`src/rtl/scope_pkg.sv`:
```
// Shared types and constants for the capture framer: FSM states, trigger modes,
// frame header byte and the layout of the settings control byte.
package scope_pkg;

    typedef enum logic [2:0] {
        IDLE,
        ARMED,
        CAPTURE,
        SEND_HDR,
        SEND_CFG,
        SEND_DATA,
        SEND_SUM,
        DONE
    } state_t;

    typedef enum logic [1:0] {
        FREE   = 2'b00,
        RISE   = 2'b01,
        FALL   = 2'b10,
        SINGLE = 2'b11
    } mode_t;

    localparam logic [7:0] FRAME_HDR = 8'hA5;

    localparam int unsigned SET_EN_BIT   = 0;
    localparam int unsigned SET_MODE_LSB = 1;
    localparam int unsigned SET_MODE_MSB = 2;
    localparam int unsigned SET_TRIG_LSB = 3;
    localparam int unsigned SET_TRIG_MSB = 7;

    // Bytes needed to carry one sample, LSB first.
    function automatic int unsigned bytes_per_sample(input int unsigned width);
        return (width + 7) / 8;
    endfunction

endpackage

```
`src/rtl/frame_buffer.sv`:
```
// Simple dual-port sample store: one write per strobe covers all channels of a
// sample index, single-word read port with one cycle of latency.
module frame_buffer #(
    parameter int unsigned NUM_CH    = 2,
    parameter int unsigned SAMPLE_W  = 12,
    parameter int unsigned FRAME_LEN = 64,
    localparam int unsigned DEPTH    = FRAME_LEN * NUM_CH,
    localparam int unsigned ADDR_W   = $clog2(DEPTH),
    localparam int unsigned IDX_W    = $clog2(FRAME_LEN)
) (
    input  logic                       clk,
    input  logic                       wr_en,
    input  logic [IDX_W-1:0]           wr_row,
    input  logic [NUM_CH*SAMPLE_W-1:0] wr_data,
    input  logic [ADDR_W-1:0]          rd_addr,
    output logic [SAMPLE_W-1:0]        rd_data
);

    logic [SAMPLE_W-1:0] mem [DEPTH];

    // Words are laid out index-major so the read side can walk addresses linearly.
    always_ff @(posedge clk) begin
        if (wr_en) begin
            for (int c = 0; c < NUM_CH; c++) begin
                mem[ADDR_W'(int'(wr_row) * NUM_CH + c)] <= wr_data[c*SAMPLE_W +: SAMPLE_W];
            end
        end
        rd_data <= mem[rd_addr];
    end

endmodule

```
`src/rtl/capture_framer.sv`:
```
// Triggered multi-channel sample capture that serialises each frame as
// header, settings byte, little-endian samples and an XOR checksum.
module capture_framer
    import scope_pkg::*;
#(
    parameter int unsigned NUM_CH    = 2,
    parameter int unsigned SAMPLE_W  = 12,
    parameter int unsigned FRAME_LEN = 64
) (
    input  logic                       clk,
    input  logic                       reset,
    input  logic [7:0]                 settings,
    input  logic [SAMPLE_W-1:0]        trig_level,
    input  logic                       sample_valid,
    input  logic [NUM_CH*SAMPLE_W-1:0] samples,
    output logic [7:0]                 tx_data,
    output logic                       tx_valid,
    input  logic                       tx_ready,
    output logic                       busy,
    output logic                       overrun
);

    localparam int unsigned DEPTH  = FRAME_LEN * NUM_CH;
    localparam int unsigned ADDR_W = $clog2(DEPTH);
    localparam int unsigned IDX_W  = $clog2(FRAME_LEN);
    localparam int unsigned BPS    = bytes_per_sample(SAMPLE_W);
    localparam int unsigned BSEL_W = (BPS > 1) ? $clog2(BPS) : 1;

    state_t              state, state_nxt;
    logic [7:0]          settings_q, settings_q_nxt;
    logic [SAMPLE_W-1:0] level_q, level_q_nxt;
    logic [SAMPLE_W-1:0] prev, prev_nxt;
    logic                have_prev, have_prev_nxt;
    logic [IDX_W-1:0]    sample_idx, sample_idx_nxt;
    logic [ADDR_W-1:0]   word_ptr, word_ptr_nxt;
    logic [BSEL_W-1:0]   byte_sel, byte_sel_nxt;
    logic                data_last, data_last_nxt;
    logic [7:0]          csum, csum_nxt;
    logic [7:0]          tx_data_nxt;
    logic                tx_valid_nxt;
    logic                overrun_nxt;

    logic                wr_en_c;
    logic [IDX_W-1:0]    wr_row_c;
    logic [SAMPLE_W-1:0] rd_data;
    logic [BPS*8-1:0]    rd_ext;
    logic [7:0]          data_byte;
    logic [ADDR_W-1:0]   ptr_adv;
    logic [BSEL_W-1:0]   sel_adv;
    logic                last_load_c;
    logic [4:0]          trig_sel;
    logic [SAMPLE_W-1:0] trig_curr;
    logic                trig_hit_c;
    logic                enable_c;
    logic                take_c;
    mode_t               mode_q;

    frame_buffer #(
        .NUM_CH    (NUM_CH),
        .SAMPLE_W  (SAMPLE_W),
        .FRAME_LEN (FRAME_LEN)
    ) u_buf (
        .clk     (clk),
        .wr_en   (wr_en_c),
        .wr_row  (wr_row_c),
        .wr_data (samples),
        .rd_addr (word_ptr_nxt),
        .rd_data (rd_data)
    );

    assign enable_c = settings[SET_EN_BIT];
    assign mode_q   = mode_t'(settings_q[SET_MODE_MSB:SET_MODE_LSB]);
    assign take_c   = tx_valid && tx_ready;

    // Trigger source (out-of-range channel falls back to 0) and edge detection.
    always_comb begin
        trig_sel  = settings_q[SET_TRIG_MSB:SET_TRIG_LSB];
        trig_curr = samples[SAMPLE_W-1:0];
        for (int c = 0; c < NUM_CH; c++) begin
            if (trig_sel == 5'(c)) begin
                trig_curr = samples[c*SAMPLE_W +: SAMPLE_W];
            end
        end
        if (mode_q == FALL) begin
            trig_hit_c = (prev >= level_q) && (trig_curr < level_q);
        end else begin
            trig_hit_c = (prev < level_q) && (trig_curr >= level_q);
        end
    end

    // Byte selection from the buffered word and read-pointer advance.
    always_comb begin
        rd_ext    = (BPS*8)'(rd_data);
        data_byte = rd_ext[7:0];
        for (int b = 0; b < BPS; b++) begin
            if (byte_sel == BSEL_W'(b)) begin
                data_byte = rd_ext[b*8 +: 8];
            end
        end
        last_load_c = (word_ptr == ADDR_W'(DEPTH - 1)) && (byte_sel == BSEL_W'(BPS - 1));
        if (byte_sel == BSEL_W'(BPS - 1)) begin
            ptr_adv = word_ptr + ADDR_W'(1);
            sel_adv = '0;
        end else begin
            ptr_adv = word_ptr;
            sel_adv = byte_sel + BSEL_W'(1);
        end
    end

    always_comb begin
        state_nxt      = state;
        settings_q_nxt = settings_q;
        level_q_nxt    = level_q;
        prev_nxt       = prev;
        have_prev_nxt  = have_prev;
        sample_idx_nxt = sample_idx;
        word_ptr_nxt   = word_ptr;
        byte_sel_nxt   = byte_sel;
        data_last_nxt  = data_last;
        csum_nxt       = csum;
        tx_data_nxt    = tx_data;
        tx_valid_nxt   = tx_valid;
        overrun_nxt    = overrun;
        wr_en_c        = 1'b0;
        wr_row_c       = sample_idx;

        case (state)
            IDLE: begin
                if (enable_c) begin
                    state_nxt      = ARMED;
                    settings_q_nxt = settings;
                    level_q_nxt    = trig_level;
                    have_prev_nxt  = 1'b0;
                    overrun_nxt    = 1'b0;
                end else if (sample_valid) begin
                    overrun_nxt = 1'b1;
                end
            end
            ARMED: begin
                if (!enable_c) begin
                    state_nxt = IDLE;
                end else if (mode_q == FREE) begin
                    state_nxt      = CAPTURE;
                    sample_idx_nxt = '0;
                end else if (sample_valid) begin
                    prev_nxt      = trig_curr;
                    have_prev_nxt = 1'b1;
                    // The triggering sample itself becomes frame sample 0.
                    if (have_prev && trig_hit_c) begin
                        wr_en_c        = 1'b1;
                        wr_row_c       = '0;
                        sample_idx_nxt = IDX_W'(1);
                        state_nxt      = CAPTURE;
                    end
                end
            end
            CAPTURE: begin
                if (!enable_c) begin
                    state_nxt = IDLE;
                end else if (sample_valid) begin
                    wr_en_c        = 1'b1;
                    sample_idx_nxt = sample_idx + IDX_W'(1);
                    if (sample_idx == IDX_W'(FRAME_LEN - 1)) begin
                        state_nxt     = SEND_HDR;
                        word_ptr_nxt  = '0;
                        byte_sel_nxt  = '0;
                        data_last_nxt = 1'b0;
                    end
                end
            end
            SEND_HDR: begin
                overrun_nxt = overrun | sample_valid;
                if (!tx_valid) begin
                    tx_data_nxt  = FRAME_HDR;
                    tx_valid_nxt = 1'b1;
                    csum_nxt     = FRAME_HDR;
                end else if (take_c) begin
                    tx_data_nxt = settings_q;
                    csum_nxt    = csum ^ settings_q;
                    state_nxt   = SEND_CFG;
                end
            end
            SEND_CFG, SEND_DATA: begin
                overrun_nxt = overrun | sample_valid;
                if (take_c) begin
                    if (state == SEND_DATA && data_last) begin
                        tx_data_nxt = csum;
                        state_nxt   = SEND_SUM;
                    end else begin
                        tx_data_nxt   = data_byte;
                        csum_nxt      = csum ^ data_byte;
                        word_ptr_nxt  = ptr_adv;
                        byte_sel_nxt  = sel_adv;
                        data_last_nxt = last_load_c;
                        state_nxt     = SEND_DATA;
                    end
                end
            end
            SEND_SUM: begin
                overrun_nxt = overrun | sample_valid;
                if (take_c) begin
                    tx_valid_nxt  = 1'b0;
                    have_prev_nxt = 1'b0;
                    if (mode_q == SINGLE) begin
                        state_nxt = DONE;
                    end else if (enable_c) begin
                        state_nxt = ARMED;
                    end else begin
                        state_nxt = IDLE;
                    end
                end
            end
            DONE: begin
                overrun_nxt = overrun | sample_valid;
                if (!enable_c) begin
                    state_nxt = IDLE;
                end
            end
            default: state_nxt = IDLE;
        endcase
    end

    always_ff @(posedge clk) begin
        if (reset) begin
            state      <= IDLE;
            settings_q <= '0;
            level_q    <= '0;
            prev       <= '0;
            have_prev  <= 1'b0;
            sample_idx <= '0;
            word_ptr   <= '0;
            byte_sel   <= '0;
            data_last  <= 1'b0;
            csum       <= '0;
            tx_data    <= '0;
            tx_valid   <= 1'b0;
            busy       <= 1'b0;
            overrun    <= 1'b0;
        end else begin
            state      <= state_nxt;
            settings_q <= settings_q_nxt;
            level_q    <= level_q_nxt;
            prev       <= prev_nxt;
            have_prev  <= have_prev_nxt;
            sample_idx <= sample_idx_nxt;
            word_ptr   <= word_ptr_nxt;
            byte_sel   <= byte_sel_nxt;
            data_last  <= data_last_nxt;
            csum       <= csum_nxt;
            tx_data    <= tx_data_nxt;
            tx_valid   <= tx_valid_nxt;
            busy       <= !(state_nxt inside {IDLE, DONE});
            overrun    <= overrun_nxt;
        end
    end

endmodule

```
`config.mk`:
```
export PLATFORM = sky130hd
export DESIGN_NAME = capture_framer
export DESIGN_NICKNAME = d
export VERILOG_FILES = /design/src/rtl/scope_pkg.sv /design/src/rtl/frame_buffer.sv /design/src/rtl/capture_framer.sv
export SDC_FILE = /design/constraint.sdc
export NUM_CORES = 2
export LEC_CHECK = 0
export ABC_AREA = 1
export CAP_MARGIN = 10
export CORE_AREA = 3 3 644 326
export CTS_BUF_LIST = sky130_fd_sc_hd__clkbuf_4
export DETAILED_ROUTE_END_ITERATION = 8
export DIE_AREA = 0 0 647 329
export SYNTH_ARGS = -nofsm -noshare
export SYNTH_HDL_FRONTEND = slang
export SYNTH_SLANG_ARGS = --single-unit
export TNS_END_PERCENT = 100
```
`constraint.sdc`:
```
create_clock -name clk -period 5.9 [get_ports clk]
set_input_delay 1.18 -clock clk [delete_from_list [all_inputs] [get_ports clk]]
set_output_delay 1.18 -clock clk [all_outputs]
set_load 0.05 [all_outputs]
```
==> metrics.md <==
| Metric | Value |
|---|---|
| Post-synth EDFFs | 1536 |
| Largest family of logic cells by synthesized area | simple AND/OR/NAND/NOR gates |
| Max Cap Violations | 0 |
| Crit Path Max Fanout | 24 |
| Crit path capture type | register |
| Worst Path Class, Setup | register to register |
| Worst hold path type | primary input to register |
| Max Fclk | 198.7 MHz |
| Vias after detailed routing | 51121 |
| YS warnings | 0 |
| Mean post-synth cell area | 10.72 um2 |
| Synth cell types | 47 |
| Placed insts | 9250 |
| Chip height | 329 um |
| Worst Path Required | 6.86 ns |
| Final Hold Viols | 0 |
| Iter 0 DRT Violations | 6248 |
| Synth Area in XOR/XNOR | 0.02449% |
| Clock skew | 0.1302 ns |
| DR vias/cell | 5.143 |
| Wire per inst | 22.31 um |
| IO Pins | 59 |
| Internal power | 17.41 mW |
| Drc violations | 0 |
| Share of cells above drive strength 1 | 13.05% |
| Post-cts sizing count | 0 |
| Synth-to-Final Area Change | 13.12% |
| Most frequent cells in the layout | edfxtp_1 (1536), nand3_1 (1510), nand2_1 (1307) |
| First-pass GRT wire length | 322300 um |
| CTS tree | done |
| Crit path DAT | 6.00 ns |
| Vias in the first global route | 48142 |
| CTS root buf | clkbuf_4 |
| Slew HR | 19.16% |
| Synthesized net count | 6747 |
| DP Wirelength | 120200 um |
| Net Sw Power | 5.030 mW |
| Die Wd | 647 um |
| Largest net degree at the start of global routing | 159 |
| Status | finished, final reports clean |
| Flops & latches, synth | 1618 |
| CTS max path bufs | 4 |
| Share of the yosys chip area belonging to registers | 66.79% |
| Core area | 203900 um2 |
| Pwr dens | 277.4 nW/um2 |
| Most common cell after layout, fill and taps aside | edfxtp_1 |
| Final slew viol count | 0 |
| Synth Area in Adders | 0.4548% |
| Top FF cell, synth | edfxtp_1 |
| Pre-antenna DRT Iters | 6 |
| Clk network pwr share | 41.0% |
| Worst Setup Start Kind | register |
| Routed Wire Length | 221700 um |
| Initial antenna violation count | 10 |
| Leakage | 31.07 nW |
| Routability-driven placement congestion ratio | 0.9061 |
| IO buf count | 58 |
| Post-synthesis compound-gate area fraction | 1.407% |
| Final setup fails | 0 |
| Worst Tran Pin Value | 1.211 ns |
| Cell Rows | 117 |
| Total GRT Usage | 20.38% |
| Post-synth ARST share | 0% |
| Total CTS buffers | 410 |
| Number of buffers added for setup after CTS | 0 |
| Hold_buf cts | 0 |
| Seq pwr share | 56.2% |
| RSZ-0062 raised after global routing | false |
| Synth Cell Area | 71520 um2 |
| Post-Synthesis Cells | 6673 |
| Post-Synth Simple-Gate Area | 23.51% |
| Multiplexer area fraction after synthesis | 0.1872% |
| Post-Layout Cell Count | 9939 |
| DIE AREA | 212900 um2 |
| DRT antenna net count | 0 |
| Setup tns final | 0 ns |
| Worst vdd ir | 0.2137 mV |
| Sw Share | 22.41% |
| Logic gate share of total power | 2.9% |
| # nets final | 7000 |
| Total clock sinks | 1618 |
| Tcrit/Tclk final | 85.30% |
| Clk slew on worst S/H paths | 0.07 ns |
| Initial Util | 35.07% |
| Grt ovf | 0 |
| H-tree levels | 5 |
| Clock Latency Late Sink | 1.40 ns |
| Min Tclk post-route | 5.033 ns |
-- path summary, 6_finish.rpt --
check / slack [ns] / from / end / cells after the start
setup / recovery: 0.87 / settings_q[4] / u_buf.mem[62][8] / 21
hold / removal: 0.16 / samples[4] / u_buf.mem[62][4] / 1
setup reg to reg: 0.87 / settings_q[4] / u_buf.mem[62][8] / 21
hold reg to reg: 0.47 / csum[6] / csum[6] / 1
-- routing by layer --
metal	routed length (um)	GRT usage [%]	vias to the layer above	part of all wire, %
met5	0	0	-	0
met4	7212	7.989	0	3.3
met3	20450	4.107	418	9.2
met2	101800	31.92	2431	46
met1	92290	27.87	24825	42
li1	-	-	23447	-
-- critical path: stages (launching register included) --
cell and delay (ns):
dfxtp_1 0.39, nor3_1 0.08, nand3_1 0.14, buf_4 0.30
mux2_2 0.48, ha_1 0.33, nand2_1 0.08, nor2_1 0.22
nand4_1 0.16, a21oi_1 0.16, nor2_1 0.07, o21ai_0 0.10
nand3_1 0.10, nand3_1 0.10, nor2_1 0.05, nand2_1 0.10
buf_4 0.14, nand2_1 0.05, nor2_1 0.22, nand2_1 0.19
buf_4 0.21, nor2_2 0.88
-- cell usage after synthesis, drive strengths merged (2+ instances only) --
cell    instances  area [um2]
o21ai          71       362.8
nor2          145       551.8
nor3           14       70.07
nand2        1310        4935
a41oi           2       17.52
a31oi           5       31.28
clkbuf        157       589.3
nand3        1514        7595
mux2           11       123.9
buf           262        1316
nand4           4       25.02
nand3b        481        3611
a211oi          6       45.04
ha             26       325.3
dfxtp          82        1642
o211ai         13       97.59
a21oi          70       361.6
a22oi           3       22.52
edfxtp       1536       46120
inv           946        3553
or2             3       18.77
-- flip-flops by register name (all words and copies together) (netlist names), 3 cells and up --
| signal | count |
|---|---|
| level_q | 12 |
| settings_q | 8 |
| tx_data | 8 |
| word_ptr | 7 |
| prev | 12 |
| csum | 8 |
| u_buf.rd_data | 12 |
| u_buf.mem | 1536 |
| state | 3 |
| sample_idx | 6 |
-- metrics by stage --
step / utilization (%) / power, mW / hold slack (ns) / area, um2 / setup WS [ns]
floorplan: - / 13.00 / 0.4403 / 71520 / 1.352
global placement: 37.26 / 13.48 / 0.4509 / 75980 / 0.7411
detailed placement: 37.26 / 13.48 / 0.4599 / 75980 / 0.7417
CTS: 39.66 / 22.61 / 0.03927 / 80870 / 0.9571
global route: 39.67 / 23.23 / 0.04314 / 80900 / 0.5452
finish: 39.67 / 22.44 / 0.1648 / 80910 / 0.8673
-- kinds of logic after synthesis --
kind of cell	Yosys count
and+or+nand+nor	3472
adders and majority gates	26
DFF	1618
AOI/OAI and AO/OA	178
buffers and inverters	1365
xor gates and xnor gates	2
muxes	12
-- layout make-up --
class,count,area [um2]
multi-input combinational,3690,18540
clock buffer,589,4422
tap,2737,3425
inverter,946,3566
clock inverter,90,469.2
antenna,9,22.52
fill,19501,123000
sequential,1618,47770
timing repair buffer,260,2695
-- power groups by stage --
stage	sequential, mW	combinational (mW)	clock (mW)
floorplan	12.9	0.144	0
CTS	12.6	0.635	9.37
global placement	12.8	0.634	0
global route	12.6	0.663	9.97
finish	12.6	0.641	9.20
detailed placement	12.9	0.633	0
No activity file was read; power rests on OpenSTA's default activity.
